$ cat src/rtl/mp2d_pkg.sv
// Shared types and sizes for the mp2d preimage sweeper.
package mp2d_pkg;

  localparam int MP2D_W  = 14;
  localparam int MP2D_CW = MP2D_W + 1;

  typedef logic [MP2D_W-1:0]  mp2d_x_t;
  typedef logic [MP2D_W-1:0]  mp2d_z_t;
  typedef logic [MP2D_CW-1:0] mp2d_cnt_t;

  typedef enum logic [1:0] {
    S_IDLE  = 2'd0,
    S_SWEEP = 2'd1,
    S_DRAIN = 2'd2,
    S_FIN   = 2'd3
  } search_state_t;

endpackage

$ cat src/rtl/mp2d_preimage_search_if.sv
// Control, status and match-stream bundle of the preimage sweeper.
// master = the controller / stream consumer, slave = the sweeper itself.
interface mp2d_preimage_search_if
  import mp2d_pkg::*;
#(
  parameter int W  = MP2D_W,
  parameter int CW = W + 1
);

  logic          start;
  logic          abort;
  logic          first_only;
  logic [W-1:0]  target;
  logic [W-1:0]  mask;
  logic          busy;
  logic          done;
  logic          aborted;
  logic [CW-1:0] match_count;
  logic          match_valid;
  logic          match_ready;
  logic [W-1:0]  match_x;

  modport master (
    output start, abort, first_only, target, mask, match_ready,
    input  busy, done, aborted, match_count, match_valid, match_x
  );

  modport slave (
    input  start, abort, first_only, target, mask, match_ready,
    output busy, done, aborted, match_count, match_valid, match_x
  );

endinterface

$ cat src/rtl/mp2d_match_slot.sv
// Single-entry valid/ready output register: load, hold until consumed, flush.
module mp2d_match_slot
  import mp2d_pkg::*;
#(
  parameter int W = MP2D_W
) (
  input  logic         clk,
  input  logic         rst,
  input  logic         load_i,
  input  logic         flush_i,
  input  logic         ready_i,
  input  logic [W-1:0] data_i,
  output logic         valid_o,
  output logic         free_o,
  output logic [W-1:0] data_o
);

  logic         valid_q, valid_d;
  logic [W-1:0] data_q, data_d;

  // Next-state: flush beats load, load beats the consume of the old beat.
  always_comb begin
    valid_d = valid_q;
    data_d  = data_q;
    if (flush_i) begin
      valid_d = 1'b0;
    end else if (load_i) begin
      valid_d = 1'b1;
      data_d  = data_i;
    end else if (ready_i) begin
      valid_d = 1'b0;
    end
  end

  // Slot registers.
  always_ff @(posedge clk or posedge rst) begin
    if (rst) begin
      valid_q <= 1'b0;
      data_q  <= '0;
    end else begin
      valid_q <= valid_d;
      data_q  <= data_d;
    end
  end

  assign valid_o = valid_q;
  assign data_o  = data_q;
  // A new beat may be loaded when the slot is empty or drains this edge.
  assign free_o  = !valid_q || ready_i;

endmodule

$ cat src/rtl/mp2d_preimage_search.sv
// Sweeps every PLA input vector and streams those whose output matches a
// masked target, then reports how many were emitted.
//
// state | meaning
// IDLE  | waiting for start
// SWEEP | driving x_o = cnt, evaluating z_i each cycle
// DRAIN | sweep finished, waiting for the last beat to be consumed
// FIN   | done pulse, back to IDLE
module mp2d_preimage_search
  import mp2d_pkg::*;
#(
  parameter int W  = MP2D_W,
  parameter int CW = W + 1
) (
  input  logic                   clk,
  input  logic                   rst,
  output logic [W-1:0]           x_o,
  input  logic [W-1:0]           z_i,
  mp2d_preimage_search_if.slave  ctl
);

  // Terminal compare is on the last vector; cnt never wraps back to 0.
  localparam logic [CW-1:0] LAST_X = CW'((1 << W) - 1);

  search_state_t state_q, state_d;
  logic [CW-1:0] cnt_q, cnt_d;
  logic [CW-1:0] count_q, count_d;
  logic [W-1:0]  target_q, target_d;
  logic [W-1:0]  mask_q, mask_d;
  logic          first_only_q, first_only_d;
  logic          aborted_q, aborted_d;

  logic          hit;
  logic          slot_load;
  logic          slot_flush;
  logic          slot_valid;
  logic          slot_free;

  // State and datapath registers.
  always_ff @(posedge clk or posedge rst) begin
    if (rst) begin
      state_q      <= S_IDLE;
      cnt_q        <= '0;
      count_q      <= '0;
      target_q     <= '0;
      mask_q       <= '0;
      first_only_q <= 1'b0;
      aborted_q    <= 1'b0;
    end else begin
      state_q      <= state_d;
      cnt_q        <= cnt_d;
      count_q      <= count_d;
      target_q     <= target_d;
      mask_q       <= mask_d;
      first_only_q <= first_only_d;
      aborted_q    <= aborted_d;
    end
  end

  // Next-state and slot control.
  always_comb begin
    state_d      = state_q;
    cnt_d        = cnt_q;
    count_d      = count_q;
    target_d     = target_q;
    mask_d       = mask_q;
    first_only_d = first_only_q;
    aborted_d    = aborted_q;
    slot_load    = 1'b0;
    slot_flush   = 1'b0;
    hit          = (((z_i ^ target_q) & mask_q) == '0);

    unique case (state_q)
      S_IDLE: begin
        // abort is deliberately not looked at here: start always wins.
        if (ctl.start) begin
          target_d     = ctl.target;
          mask_d       = ctl.mask;
          first_only_d = ctl.first_only;
          cnt_d        = '0;
          count_d      = '0;
          aborted_d    = 1'b0;
          state_d      = S_SWEEP;
        end
      end
      S_SWEEP: begin
        if (ctl.abort) begin
          slot_flush = 1'b1;
          aborted_d  = 1'b1;
          state_d    = S_FIN;
        end else if (!hit || slot_free) begin
          // A hit with an occupied slot falls through: cnt holds and the
          // same vector is evaluated again next cycle.
          if (hit) begin
            slot_load = 1'b1;
            count_d   = count_q + CW'(1);
          end
          // x_o stays on the final vector rather than advancing past it.
          if (cnt_q == LAST_X || (hit && first_only_q)) begin
            state_d = S_DRAIN;
          end else begin
            cnt_d = cnt_q + CW'(1);
          end
        end
      end
      S_DRAIN: begin
        if (ctl.abort) begin
          slot_flush = 1'b1;
          aborted_d  = 1'b1;
          state_d    = S_FIN;
        end else if (!slot_valid) begin
          state_d = S_FIN;
        end
      end
      S_FIN: begin
        state_d = S_IDLE;
      end
      default: begin
        state_d = S_IDLE;
      end
    endcase
  end

  mp2d_match_slot #(.W(W)) u_slot (
    .clk     (clk),
    .rst     (rst),
    .load_i  (slot_load),
    .flush_i (slot_flush),
    .ready_i (ctl.match_ready),
    .data_i  (x_o),
    .valid_o (slot_valid),
    .free_o  (slot_free),
    .data_o  (ctl.match_x)
  );

  assign x_o             = cnt_q[W-1:0];
  assign ctl.match_valid = slot_valid;
  assign ctl.busy        = (state_q == S_SWEEP) || (state_q == S_DRAIN);
  assign ctl.done        = (state_q == S_FIN);
  assign ctl.match_count = count_q;
  assign ctl.aborted     = aborted_q;

endmodule

$ cat src/flat_wrapper.sv
// flat-port wrapper written by rule: the top's interface ports become plain ports
module mp2d_preimage_search_flat import mp2d_pkg::*;
#(
  parameter int W  = MP2D_W,
  parameter int CW = W + 1
)
  (clk, rst, x_o, z_i, ctl_start, ctl_abort, ctl_first_only, ctl_target, ctl_mask, ctl_match_ready, ctl_busy, ctl_done, ctl_aborted, ctl_match_count, ctl_match_valid, ctl_match_x);
  mp2d_preimage_search_if #(.W(W), .CW(CW)) ctl_i ();
  input  logic clk;
  input  logic rst;
  output logic [W-1:0] x_o;
  input  logic [W-1:0] z_i;
  input wire logic [$bits(ctl_i.start)-1:0] ctl_start;
  input wire logic [$bits(ctl_i.abort)-1:0] ctl_abort;
  input wire logic [$bits(ctl_i.first_only)-1:0] ctl_first_only;
  input wire logic [$bits(ctl_i.target)-1:0] ctl_target;
  input wire logic [$bits(ctl_i.mask)-1:0] ctl_mask;
  input wire logic [$bits(ctl_i.match_ready)-1:0] ctl_match_ready;
  output wire logic [$bits(ctl_i.busy)-1:0] ctl_busy;
  output wire logic [$bits(ctl_i.done)-1:0] ctl_done;
  output wire logic [$bits(ctl_i.aborted)-1:0] ctl_aborted;
  output wire logic [$bits(ctl_i.match_count)-1:0] ctl_match_count;
  output wire logic [$bits(ctl_i.match_valid)-1:0] ctl_match_valid;
  output wire logic [$bits(ctl_i.match_x)-1:0] ctl_match_x;
  assign ctl_i.start = ctl_start;
  assign ctl_i.abort = ctl_abort;
  assign ctl_i.first_only = ctl_first_only;
  assign ctl_i.target = ctl_target;
  assign ctl_i.mask = ctl_mask;
  assign ctl_i.match_ready = ctl_match_ready;
  assign ctl_busy = ctl_i.busy;
  assign ctl_done = ctl_i.done;
  assign ctl_aborted = ctl_i.aborted;
  assign ctl_match_count = ctl_i.match_count;
  assign ctl_match_valid = ctl_i.match_valid;
  assign ctl_match_x = ctl_i.match_x;
  mp2d_preimage_search #(.W(W), .CW(CW)) u_core (.clk(clk), .rst(rst), .x_o(x_o), .z_i(z_i), .ctl(ctl_i));
endmodule
$ cat config.mk
export PLATFORM = sky130hd
export DESIGN_NAME = mp2d_preimage_search_flat
export DESIGN_NICKNAME = d
export VERILOG_FILES = /design/src/rtl/mp2d_pkg.sv /design/src/rtl/mp2d_preimage_search_if.sv /design/src/rtl/mp2d_match_slot.sv /design/src/rtl/mp2d_preimage_search.sv /design/src/flat_wrapper.sv
export SDC_FILE = /design/constraint.sdc
export NUM_CORES = 1
export LEC_CHECK = 0
export BUFFER_PORTS_ARGS = -buffer_cell sky130_fd_sc_hd__buf_2
export CORE_ASPECT_RATIO = 1.75
export CORE_UTILIZATION = 45
export CTS_BUF_LIST = sky130_fd_sc_hd__clkbuf_8 sky130_fd_sc_hd__clkbuf_16
export DETAILED_ROUTE_END_ITERATION = 12
export GPL_TIMING_DRIVEN = 0
export MAX_ROUTING_LAYER = met4
export PLACE_DENSITY = 0.69
export SYNTH_ARGS = -nofsm -noshare
export SYNTH_HDL_FRONTEND = slang
export SYNTH_SLANG_ARGS = --single-unit
$ cat constraint.sdc
create_clock -name clk -period 4.4 [get_ports clk]
set_input_delay 1.1 -clock clk [delete_from_list [all_inputs] [get_ports clk]]
set_output_delay 1.1 -clock clk [all_outputs]
set_load 0.02 [all_outputs]
**Word-level counts from Yosys, hierarchy flattened**

Cells that the tools add are included.

- Register bits after elaboration: 77
- Output and inout port bits: 47
- Input port bits: 48

- Add/sub/neg operators: 2
- Reduce and logical (&&, ||, !) cells: 19
- Multiplexer cells: 28
- Bitwise logic cells: 3
- Equal/unequal tests: 13

Operator list:

| kind | count |
|---|---|
| $mux W15 | 7 |
| $pmux W15 S2 | 2 |
| $add A15 B1 Y15 const B | 2 |
| $eq A15 B14 Y1 const B | 1 |
| $and A14 B14 Y14 | 1 |
| $logic_not A14 Y1 | 1 |
| $xor A14 B14 Y14 | 1 |
| $mux W2 | 6 |
| $mux W1 | 11 |
| $reduce_and A5 Y1 | 2 |
| $pmux W2 S4 | 1 |
| $ne A2 B1 Y1 const B | 3 |
| $ne A2 B2 Y1 const B | 3 |
| $ne A3 B2 Y1 const B | 2 |
| $eq A2 B2 Y1 const B | 2 |
| $logic_or A1 B1 Y1 | 4 |
| $reduce_and A2 Y1 | 2 |
| $reduce_and A4 Y1 | 1 |
| $reduce_bool A2 Y1 | 2 |
| $ne A3 B3 Y1 const B | 1 |
| $reduce_and A3 Y1 | 1 |
| $reduce_bool A3 Y1 | 1 |
| $eq A2 B1 Y1 const B | 1 |
| $logic_not A1 Y1 | 2 |
| other kinds (5) | 5 |

**Longest topological paths before layout**

Gate-level depths: netlist of run 1.

- Word-level depth: 10
- Depth in mapped cells: 11
- Mapped depth without buffers: 8

**Cells and area by module**

A second synthesis of run 1 with hierarchy kept.

- Cells, all modules: 356
- Area total of the unflattened synthesis: 3978.8 um2

Modules (own cells, without submodules):

| module | cells each | area an instance (um2) | instances |
|---|---|---|---|
| mp2d_preimage_search | 320 | 3344.5 | 1 |
| mp2d_match_slot | 36 | 634.4 | 1 |

**Least setup slack after synthesis of run 1**

Ideal clock, no wire load.

- Kind: input -> register
- From: input z_i[4]
- To: register u_core.u_slot.data_q[0] (netlist: u_core.u_slot.data_o[0])
- Slack: 1.582 ns
- Stages on the path: 6
- Library setup time: 0.125 ns
- Data arrival time: 2.694 ns
- Required time: 4.275 ns
- Cells stage by stage: xor2_1 a22oi_1 nand4_2 nor4_4 buf_6 mux2_2

- Longest elaborated chain between the ends: 9
- Elaborated cells between the ends (all ways): 10

RTL lines:

| item | RTL line | source |
|---|---|---|
| start: declaration | flat_wrapper.sv:12 | `input logic [W-1:0] z_i;` |
| $xor A14 B14 Y14 (*) | mp2d_preimage_search.sv:71 | `hit = (((z_i ^ target_q) & mask_q) == '0);` |
| $and A14 B14 Y14 (*) | mp2d_preimage_search.sv:71 |  |
| $logic_not A14 Y1 (*) | mp2d_preimage_search.sv:71 |  |
| $logic_not A1 Y1 | mp2d_preimage_search.sv:91 | `end else if (!hit \|\| slot_free) begin` |
| $logic_or A1 B1 Y1 | mp2d_preimage_search.sv:91 |  |
| $mux W1 (*) | mp2d_preimage_search.sv:91 |  |
| $mux W1 (*) | mp2d_preimage_search.sv:87 | `if (ctl.abort) begin` |
| $mux W1 (*) | mp2d_preimage_search.sv:73 | `unique case (state_q)` |
| $reduce_and A2 Y1 (no line) (*) | - |  |
| end signal: assignment | mp2d_match_slot.sv:42 | `data_q <= data_d;` |
| end: declaration | mp2d_match_slot.sv:19 | `logic [W-1:0] data_q, data_d;` |

Every way passes the cells marked *; elsewhere a longest branch is shown, timed or not.
A chain may end at the register's enable or synchronous reset.

**Worst setup path in the final report of run 1**

- From: input z_i[4]
- To: register u_core.u_slot.data_q[8] (netlist: u_core.u_slot.data_o[8])

The elaborated chain is that of the path after synthesis.

==> impl_metrics.yaml, run 1 <==
hold_path:
  holdPathEnd: "u_core.u_slot.data_o[4]$_DFFE_PP0P_"
  worstHoldStart: "u_core.u_slot.data_o[4]$_DFFE_PP0P_"
  min_path_type: "reg2reg"
  min_path_cells: 1
timing:
  fin_crit_ns: 3.04
  fin_setup_tns_ns: 0
  post-route-period-util_pct: 69.1
  maxSlewViolCount: 0
  max_freq_mhz: 329
  rsz0062_at_grt: "false"
  finalSetupViolCount: 0
  fin_skew_ns: 0.00458
  finalHoldViolations: 0
  relSlewSlack_pct: 55.3
  tightest_slew_ns: 0.665
cts:
  htreeDepth: 3
  cts_resized: 0
  clk_latency_ns: 0.33
  cts_buffers: 9
  hold_buffers: 0
  cts.sinks: 77
  cts_tree: "done"
  cts.root.buffer_cell: "clkbuf_16"
  cts_setup_buffers: 0
  clk_pin_slew_ns: 0.06
  cts.path.max_buffers: 2
synthesis:
  postSynth.asyncResetShare_pct: 100
  yosys_warnings: 0
  synth.avg_cell_area_sq_um: 11.4
  syn_inst: 355
  ys_ff_latch: 77
  synth_nets: 409
  seq_area_frac_synth_pct: 47.7
  syn_area_sq_um: 4040
  synth-main-ff-cell: "dfrtp_1"
  synth_cell_type_count: 56
  synth_edf_count: 0
worst_setup_path:
  path_class: "in2reg"
  endpoint_kind: "flop"
  cp_max_fo: 10
  required_ns: 4.62
  r2r-start: "u_core.state_q[0]$_DFFE_PP0P_"
  r2r_slack_ns: 1.77
  r2r_cells: 9
  start_kind: "primary input"
  arrival_ns: 3.26
  r2r-end: "u_core.ctl.match_count[7]$_DFFE_PP0P_"
die:
  core_area_sq_um: 8670
  die_y_um: 127
  start_util_pct: 46.6
  dieArea_sq_um: 9370
  dieWidth_um: 73.6
  ios: 95
  rows: 45
grt:
  grt_pass1_vias: 3389
  grt_pass1_wl_mm: 15.9
  track_usage_pct: 23.2
  grt_remaining_overflow: 0
  grt_antenna_before_repair: 0
  grt_max_degree: 67
placed_design:
  port_buffers: 94
  placedInstanceArea_sq_um: 4680
  dp_hpwl_mm: 6.94
  globalplace.congestion: 0.827
power:
  clock_power_share_pct: 25.6
  switching_share_pct: 37.1
  p_total_mw: 3.23
  cellPowerDensity_nw_per_um2: 644
  p_switching_mw: 1.20
  power_frac_seq_pct: 34.8
  pwr-share-comb_pct: 39.6
  ir_worst_vdd_v: 0.000321
  p_leak_nw: 2.48
  power.internal_mw: 2.03
cells_and_area:
  final_cell_mix: "buf_2 (96), dfrtp_1 (77), mux2_2 (44)"
  drive_above_1_share_pct: 40.0
  n_antenna_cell: 0
  final_common_cell: "buf_2"
  final_cell_area_sq_um: 5010
  finalCoreUtilization_pct: 57.8
  final_nets: 515
  synthToLayoutAreaGrowth_pct: 24.2
detailed_routing:
  drc_errors: 0
  dr.pass1.iters: 7
  wl_mm: 9.52
  viasPerCell: 5.59
  dr.first_iter.drc_count: 274
  routedWlPerCell_um: 16.4
  vias: 3256
  antenna_left: 0
status:
  status: "finished clean"
job:
  cap_violations: 0
[critical path, stage by stage]
cell and delay, ns:
buf_2 0.11, xor2_1 0.13, a22oi_1 0.29, nand4_2 0.36, nor4_4 0.68, buf_6 0.24, mux2_2 0.34
[metal layers]
layer	GRT usage (%)	vias up	routed length, um
met5	-	-	0
met3	4.89	20	439
met2	40.5	121	5220
met1	24.7	1594	3610
li1	-	1521	-
met4	10.2	0	241
[power by group through the flow]
stage	Combinational (mW)	Clock, mW	Sequential [mW]
CTS	1.29	0.840	1.13
global route	1.39	0.870	1.16
floorplan	0.833	0	1.22
detailed placement	1.28	0	1.14
finish	1.28	0.827	1.12
global placement	1.26	0	1.12
[metrics by stage]
stage,setup WS [ns],hold slack [ns],cells
2_1_floorplan,1.33,0.469,355
3_3_place_gp,0.386,0.479,566
3_5_place_dp,1.02,0.491,567
4_1_cts,1.37,0.504,582
6_report,1.36,0.497,582
5_1_grt,1.28,0.513,582
[sequential cells by signal, indices dropped and copies added (netlist names)]
signal and flops:
u_core.ctl.match_count 15, u_core.state_q 2, u_core.ctl.aborted 1, u_core.first_only_q 1, u_core.u_slot.valid_o 1, u_core.target_q 14, u_core.cnt_q 15, u_core.u_slot.data_o 14
u_core.mask_q 14
[how the worst max path moves through the flow]
stage	slack, ns	cells past startpoint	from	to
6_report	1.36	7	z_i[4]	u_core.u_slot.data_o[8]$_DFFE_PP0P_
5_1_grt	1.28	7	z_i[9]	u_core.u_slot.data_o[1]$_DFFE_PP0P_
4_1_cts	1.37	7	z_i[4]	u_core.u_slot.data_o[8]$_DFFE_PP0P_
3_5_place_dp	1.02	7	z_i[4]	u_core.u_slot.data_o[8]$_DFFE_PP0P_
3_3_place_gp	0.39	2	rst	u_core.ctl.match_count[12]$_DFFE_PP0P_
2_1_floorplan	1.33	1	rst	u_core.cnt_q[0]$_DFFE_PP0P_
[cells by family (layout without fill, tap and decap cells)]
kind of cell	count (synthesis)	in the layout	share of synthesized area [%]
buf+inv	38	148	5.73
xor+xnor	17	17	3.69
fa+ha+maj	6	6	1.86
simple gates	108	108	15.5
mux	48	48	13.3
compound gates	61	61	12.2
flops	77	77	47.7
[cell usage after synthesis, types with 6 or more instances]
| cell type | instances | area [sq um] |
|---|---|---|
| buf_4 | 17 | 128 |
| ha_1 | 6 | 75.1 |
| nor4_1 | 9 | 56.3 |
| mux2_2 | 44 | 495 |
| a21oi_1 | 12 | 60.1 |
| nor2_1 | 12 | 45.0 |
| xor2_1 | 14 | 123 |
| clkbuf_1 | 6 | 22.5 |
| o21ai_0 | 6 | 30.0 |
| o211a_1 | 6 | 60.1 |
| nand2_1 | 24 | 90.1 |
| nand4_1 | 8 | 50.1 |
| dfrtp_1 | 77 | 1930 |
| a211o_1 | 11 | 96.3 |
| a22oi_1 | 6 | 45.0 |
| or3_1 | 6 | 37.5 |
| inv_1 | 8 | 30.0 |
| nand3_1 | 15 | 75.1 |
[final cells by class]
cell class	count	area, sq um
plain buffers	29	198
clock buffers	9	225
clock inverters	6	104
fillers	789	3660
inverters	9	36.3
multi-input cells	240	1880
flip-flops and latches	77	1930
well taps	117	146
repair buffers	95	498
No activity file was read; power rests on OpenSTA's default activity.
==> run 2: changes to the inputs <==
--- a/config.mk
+++ b/config.mk
@@ -12,7 +12,7 @@
 export DETAILED_ROUTE_END_ITERATION = 12
 export GPL_TIMING_DRIVEN = 0
 export MAX_ROUTING_LAYER = met4
-export PLACE_DENSITY = 0.69
+export PLACE_DENSITY = 0.71
 export SYNTH_ARGS = -nofsm -noshare
 export SYNTH_HDL_FRONTEND = slang
 export SYNTH_SLANG_ARGS = --single-unit
==> constraint.sdc (replaced) <==
create_clock -name clk -period 2.5 [get_ports clk]
set_input_delay 0.625 -clock clk [delete_from_list [all_inputs] [get_ports clk]]
set_output_delay 0.625 -clock clk [all_outputs]
set_load 0.02 [all_outputs]
==> run 2 against run 1 <==
Setup slack got worse by 1.3 ns. Clock skew up 0.0020 ns. Wire length up 1.3%. Count of clock-buffer cells in the layout grew 2. Core utilization rose by 1.5 points. Flip-flop and latch count stayed put. Largest cell class is now multi-input gates. First-iteration DRC count is 38% lower. Worst hold slack worse by 0.058 ns. Critical endpoint is now u_core.u_slot.data_o[7]$_DFFE_PP0P_.
==> impl_metrics.yaml, run 2 (synthesis results as in run 1) <==
cells_and_area:
  synthToLayoutAreaGrowth_pct: 27.5
  final_nets: 521
  n_antenna_cell: 0
  final_cell_mix: "buf_2 (96), dfrtp_1 (76), mux2_2 (44)"
  ff_latch_area_sq_um: 1930
  drive_above_1_share_pct: 43.2
  finalCoreUtilization_pct: 59.4
  final_common_cell: "buf_2"
  fillers: 776
  multi_input_area_sq_um: 1980
detailed_routing:
  antenna_left: 0
  dr.first_iter.drc_count: 171
  wl_mm: 9.64
  dr.pass1.iters: 5
  routedWlPerCell_um: 16.4
  viasPerCell: 5.51
  vias: 3248
  drc_errors: 0
die:
  start_util_pct: 46.6
  dieArea_sq_um: 9370
  dieWidth_um: 73.6
  die_y_um: 127
  core_area_sq_um: 8670
  rows: 45
  ios: 95
power:
  switching_share_pct: 38.3
  p_switching_mw: 2.18
  power_frac_seq_pct: 34.8
  cellPowerDensity_nw_per_um2: 1110
  clock_power_share_pct: 23.7
  power.internal_mw: 3.52
  pwr-share-comb_pct: 41.5
  p_leak_nw: 2.58
  ir_worst_vdd_v: 0.000673
timing:
  maxSlewViolCount: 0
  relSlewSlack_pct: 43.6
  fin_crit_ns: 2.42
  max_freq_mhz: 413
  fin_hold_ws_ns: 0.439
  layout_setup_ws_ns: 0.0804
  tightest_slew_ns: 0.844
  post-route-period-util_pct: 96.8
  finalHoldViolations: 0
  fin_skew_ns: 0.00661
  finalSetupViolCount: 0
grt:
  grt_antenna_before_repair: 0
  track_usage_pct: 22.7
  grt_pass1_vias: 3310
  grt_pass1_wl_mm: 15.6
  grt_max_degree: 40
  grt_remaining_overflow: 0
job:
  cap_violations: 0
status:
  status: "finished clean"
cts:
  cts_buffers: 9
  cts.sinks: 77
  cts.path.max_buffers: 2
  hold_buffers: 0
  clk_latency_ns: 0.35
  cts_tree: "done"
  htreeDepth: 3
  cts.root.buffer_cell: "clkbuf_16"
  clk_pin_slew_ns: 0.06
hold_path:
  min_path_type: "in2async"
worst_setup_path:
  path_class: "reg2reg"
  cp_max_fo: 10
  r2r_slack_ns: 0.08
  endpoint_kind: "flop"
  start_kind: "flop"
  arrival_ns: 2.65
  required_ns: 2.73
placed_design:
  globalplace.congestion: 0.840
  dp_hpwl_mm: 6.89
  port_buffers: 94
  dp_slack_ns: -0.386
run 2: worst max-delay path, cell delays in order (launching register included):
cell and delay [ns]:
dfrtp_1 0.42, inv_2 0.10, ha_1 0.16, buf_6 0.15, inv_2 0.10, or3_4 0.41, nor4_4 0.30, buf_6 0.17
buf_8 0.15, mux2_2 0.33
run 2: path summary, 6_finish.rpt:
kind | start | to | depth (start not counted)
worst max-delay path | u_core.state_q[1]$_DFFE_PP0P_ | u_core.u_slot.data_o[7]$_DFFE_PP0P_ | 9
worst min-delay path | rst | u_core.target_q[5]$_DFFE_PP0P_ | 2
worst max register to register | u_core.state_q[1]$_DFFE_PP0P_ | u_core.u_slot.data_o[7]$_DFFE_PP0P_ | 9
worst min register to register | u_core.u_slot.data_o[4]$_DFFE_PP0P_ | u_core.u_slot.data_o[4]$_DFFE_PP0P_ | 1
max in group asynchronous | rst | u_core.u_slot.data_o[0]$_DFFE_PP0P_ | 3
min in group clk | u_core.u_slot.data_o[4]$_DFFE_PP0P_ | u_core.u_slot.data_o[4]$_DFFE_PP0P_ | 1
run 2: final cells by class:
cell class / instances / share of cell area, %
Clock inverter: 5 / 1.14
Timing Repair Buffer: 101 / 10.5
Tap cell: 117 / 2.84
Sequential cell: 77 / 37.5
Clock buffer: 11 / 4.91
Multi-Input combinational cell: 240 / 38.5
Buffer: 29 / 3.99
Inverter: 9 / 0.729
run 2: power groups by stage:
| stage | clock [mW] | combinational (mW) | sequential (mW) |
|---|---|---|---|
| 2_1_floorplan | 0 | 1.47 | 2.14 |
| 3_3_place_gp | 0 | 2.21 | 1.97 |
| 3_5_place_dp | 0 | 2.27 | 2.00 |
| 4_1_cts | 1.37 | 2.30 | 1.98 |
| 5_1_grt | 1.41 | 2.57 | 2.04 |
| 6_report | 1.35 | 2.36 | 1.98 |
run 2: through the flow:
stage / setup TNS, ns / cells / total power, mW / area [sq um]
2_1_floorplan: 0 / 355 / 3.61 / 4040
3_3_place_gp: -6.44 / 566 / 4.19 / 4660
3_5_place_dp: -7.80 / 567 / 4.27 / 4680
4_1_cts: 0 / 587 / 5.65 / 5040
5_1_grt: -0.0314 / 589 / 6.02 / 5150
6_report: 0 / 589 / 5.69 / 5150
run 2: repair_timing:
| item | in CTS | in global routing |
|---|---|---|
| endpoints found under the setup margin | 25 | 32 |
| gates resized for setup | 4 | 17 |
| buffers inserted | 4 | 2 |
| pin swaps | 1 | 0 |
run 2: metal layers:
metal	global-route usage, %	wire length, um	up-vias
li1	-	-	1532
met1	23.6	3690	1598
met5	-	0	-
met2	39.4	5380	100
met4	11.9	260	0
met3	4.18	314	18
==> run 3: changes to the inputs <==
--- a/config.mk
+++ b/config.mk
@@ -12,7 +12,8 @@
 export DETAILED_ROUTE_END_ITERATION = 12
 export GPL_TIMING_DRIVEN = 0
 export MAX_ROUTING_LAYER = met4
-export PLACE_DENSITY = 0.71
+export PLACE_DENSITY = 0.72
 export SYNTH_ARGS = -nofsm -noshare
 export SYNTH_HDL_FRONTEND = slang
+export SYNTH_HIERARCHICAL = 1
 export SYNTH_SLANG_ARGS = --single-unit
==> run 3 against run 2 <==
Count of clock-buffer cells in the layout fell by 1. Via count fell by 0.40%. Synthesized area fell by 1.5%. Critical path depth did not move. Core utilization fell by 0.96 points. Maximum frequency rose by 1.2%. Cell count fell by 0.34%. Worst hold slack got worse by 0.080 ns. Die area fell by 1.4%. Wire length fell by 5.7%. Combinational power fell by 26%.
==> impl_metrics.yaml, run 3 <==
status:
  status: "finished clean"
synthesis:
  syn_inst: 356
  ys_ff_latch: 77
  syn_area_sq_um: 3980
  synth-main-ff-cell: "dfrtp_1"
  synth_common_cells: "dfrtp_1 (77), mux2_2 (33), o21ai_0 (26), nand3_1 (23), nand2_1 (21)"
  synth_edf_count: 0
  synth_area_leaders: "dfrtp_1 (48%), mux2_2 (9.3%), mux2_4 (3.8%), xor2_1 (3.3%), o21ai_0 (3.3%)"
  postSynth.asyncResetShare_pct: 100
  synth_nets: 411
  synth_cell_type_count: 51
  synth.avg_cell_area_sq_um: 11.2
  yosysTopAreaCellShare_pct: 48.4
  yosys_warnings: 6
  yosys.area.top_type: "dfrtp_1"
  seq_area_frac_synth_pct: 48.4
  synth.most_common_cell: "dfrtp_1"
power:
  power_frac_seq_pct: 37.0
  cellPowerDensity_nw_per_um2: 951
  p_switching_mw: 1.68
  switching_share_pct: 35.1
  p_leak_nw: 2.43
  clock_power_share_pct: 26.7
  ir_worst_vdd_v: 0.000683
  pwr-share-comb_pct: 36.3
  power.internal_mw: 3.11
detailed_routing:
  vias: 3235
  antenna_left: 0
  viasPerCell: 5.51
  drc_errors: 0
  dr.first_iter.drc_count: 214
  wl_mm: 9.09
  routedWlPerCell_um: 15.5
  dr.pass1.iters: 4
cells_and_area:
  final_common_cell: "buf_2"
  finalCoreUtilization_pct: 58.4
  drive_above_1_share_pct: 42.8
  final_cells: 587
  final_cell_mix: "buf_2 (95), dfrtp_1 (75), mux2_2 (33)"
  fillers: 727
  n_antenna_cell: 0
  final_nets: 520
  synthToLayoutAreaGrowth_pct: 26.4
  final_cell_area_sq_um: 5030
placed_design:
  placedInstanceArea_sq_um: 4630
  dp_hpwl_mm: 6.76
  globalplace.congestion: 0.859
  port_buffers: 93
  dp_cells: 567
worst_setup_path:
  arrival_ns: 2.66
  required_ns: 2.77
  endpoint_kind: "flop"
  cp_max_fo: 6
  path_class: "reg2reg"
  start_kind: "flop"
timing:
  fin_crit_ns: 2.39
  max_freq_mhz: 418
  fin_skew_ns: 0.00592
  finalHoldViolations: 0
  tightest_slew_ns: 0.663
  fin_hold_ws_ns: 0.359
  finalSetupViolCount: 0
  fin_setup_tns_ns: 0
  post-route-period-util_pct: 95.6
  maxSlewViolCount: 0
  relSlewSlack_pct: 55.8
cts:
  clk_pin_slew_ns: 0.06
  htreeDepth: 3
  clk_latency_ns: 0.34
  cts.sinks: 77
  cts_buffers: 9
  cts_tree: "done"
  cts.path.max_buffers: 2
  cts.root.buffer_cell: "clkbuf_16"
grt:
  grt_pass1_vias: 3302
  grt_antenna_before_repair: 0
  track_usage_pct: 21.2
  grt_max_degree: 35
  grt_pass1_wl_mm: 14.6
  grt_remaining_overflow: 0
die:
  core_area_sq_um: 8610
  die_y_um: 126
  ios: 95
  start_util_pct: 46.2
  rows: 45
  dieWidth_um: 73.1
  dieArea_sq_um: 9240
hold_path:
  min_path_type: "in2async"
job:
  cap_violations: 0
## run 3: changes by cell type after synthesis, moves of 4 or more
| cell | delta |
|---|---|
| a211o_1 | -10 |
| a21oi_1 | -10 |
| a31oi_1 | +6 |
| clkbuf_1 | +4 |
| mux2_2 | -11 |
| mux2_4 | +10 |
| nand3_1 | +8 |
| nand4_1 | +7 |
| nor2_1 | -6 |
| nor4_1 | -7 |
| nor4b_1 | -4 |
| o211a_1 | -6 |
| o211ai_1 | +4 |
| o21ai_0 | +20 |
## run 3: cell families after synthesis
| group | synth area share [%] |
|---|---|
| and+or+nand+nor | 15.2 |
| DFF | 48.4 |
| AOI/OAI and AO/OA | 11.6 |
| muxes | 13.6 |
| buffers and inverters | 5.66 |
| xor gates and xnor gates | 3.30 |
| adders and majority gates | 2.20 |
## run 3: power by group through the flow
stage	logic (mW)	registers (mW)	clock network, mW
2_1_floorplan	1.22	1.74	0
3_3_place_gp	1.57	1.76	0
3_5_place_dp	1.61	1.78	0
4_1_cts	1.69	1.76	1.31
5_1_grt	1.88	1.81	1.37
6_report	1.74	1.77	1.28
## run 3: routing by layer
metal	share of wire [%]	global-route usage [%]	vias to the layer above
met5	0	-	-
met4	2.5	12.0	0
met3	5.2	4.53	18
met2	55	36.8	133
met1	37	21.4	1562
li1	-	-	1522
## run 3: through the flow
step | power, mW | setup slack, ns
CTS | 4.76 | 0.0132
global placement | 3.33 | -0.563
finish | 4.78 | 0.109
detailed placement | 3.40 | -0.371
global route | 5.06 | -0.0106
floorplan | 2.97 | 0.00827
## run 3: critical path, cell delays in order (launching register included)
cell and delay [ns]:
dfrtp_2 0.41, inv_2 0.09, ha_4 0.19, mux2i_2 0.21
nor3_2 0.20, nand3_1 0.16, nor4_4 0.37, nand3_2 0.19
or3_1 0.37, o21ai_1 0.12
## run 3: final timing paths
kind / start / slack (ns) / cells past startpoint / end
min in group clk: u_core/cnt_q[14]$_DFFE_PP0P_ / 0.48 / 1 / u_core/cnt_q[14]$_DFFE_PP0P_
max in group asynchronous: rst / 1.50 / 3 / u_core/state_q[0]$_DFFE_PP0P_
setup reg to reg: u_core/state_q[0]$_DFFE_PP0P_ / 0.11 / 9 / u_core/ctl.match_count[13]$_DFFE_PP0P_
setup / recovery: u_core/state_q[0]$_DFFE_PP0P_ / 0.11 / 9 / u_core/ctl.match_count[13]$_DFFE_PP0P_
hold / removal: rst / 0.36 / 2 / u_core/u_slot/data_o[9]$_DFFE_PP0P_
hold reg to reg: u_core/cnt_q[14]$_DFFE_PP0P_ / 0.48 / 1 / u_core/cnt_q[14]$_DFFE_PP0P_
## run 3: what timing repair did
| item | CTS | global route |
|---|---|---|
| hold buffers | 0 | 0 |
| cloned | 0 | 0 |
| setup endpoints to repair | 26 | 41 |
| gates resized for setup | 5 | 15 |
| setup buffers | 2 | 2 |
| pin swaps | 2 | 2 |
## run 3: layout make-up
class,instances,area (sq um),area share [%]
Clock inverter,6,55.1,1.09
Buffer,29,190,3.78
Sequential cell,77,1930,38.3
Inverter,10,37.5,0.746
Timing Repair Buffer,98,515,10.2
Multi-Input combinational cell,240,1920,38.1
Clock buffer,10,239,4.75
Tap cell,117,146,2.91
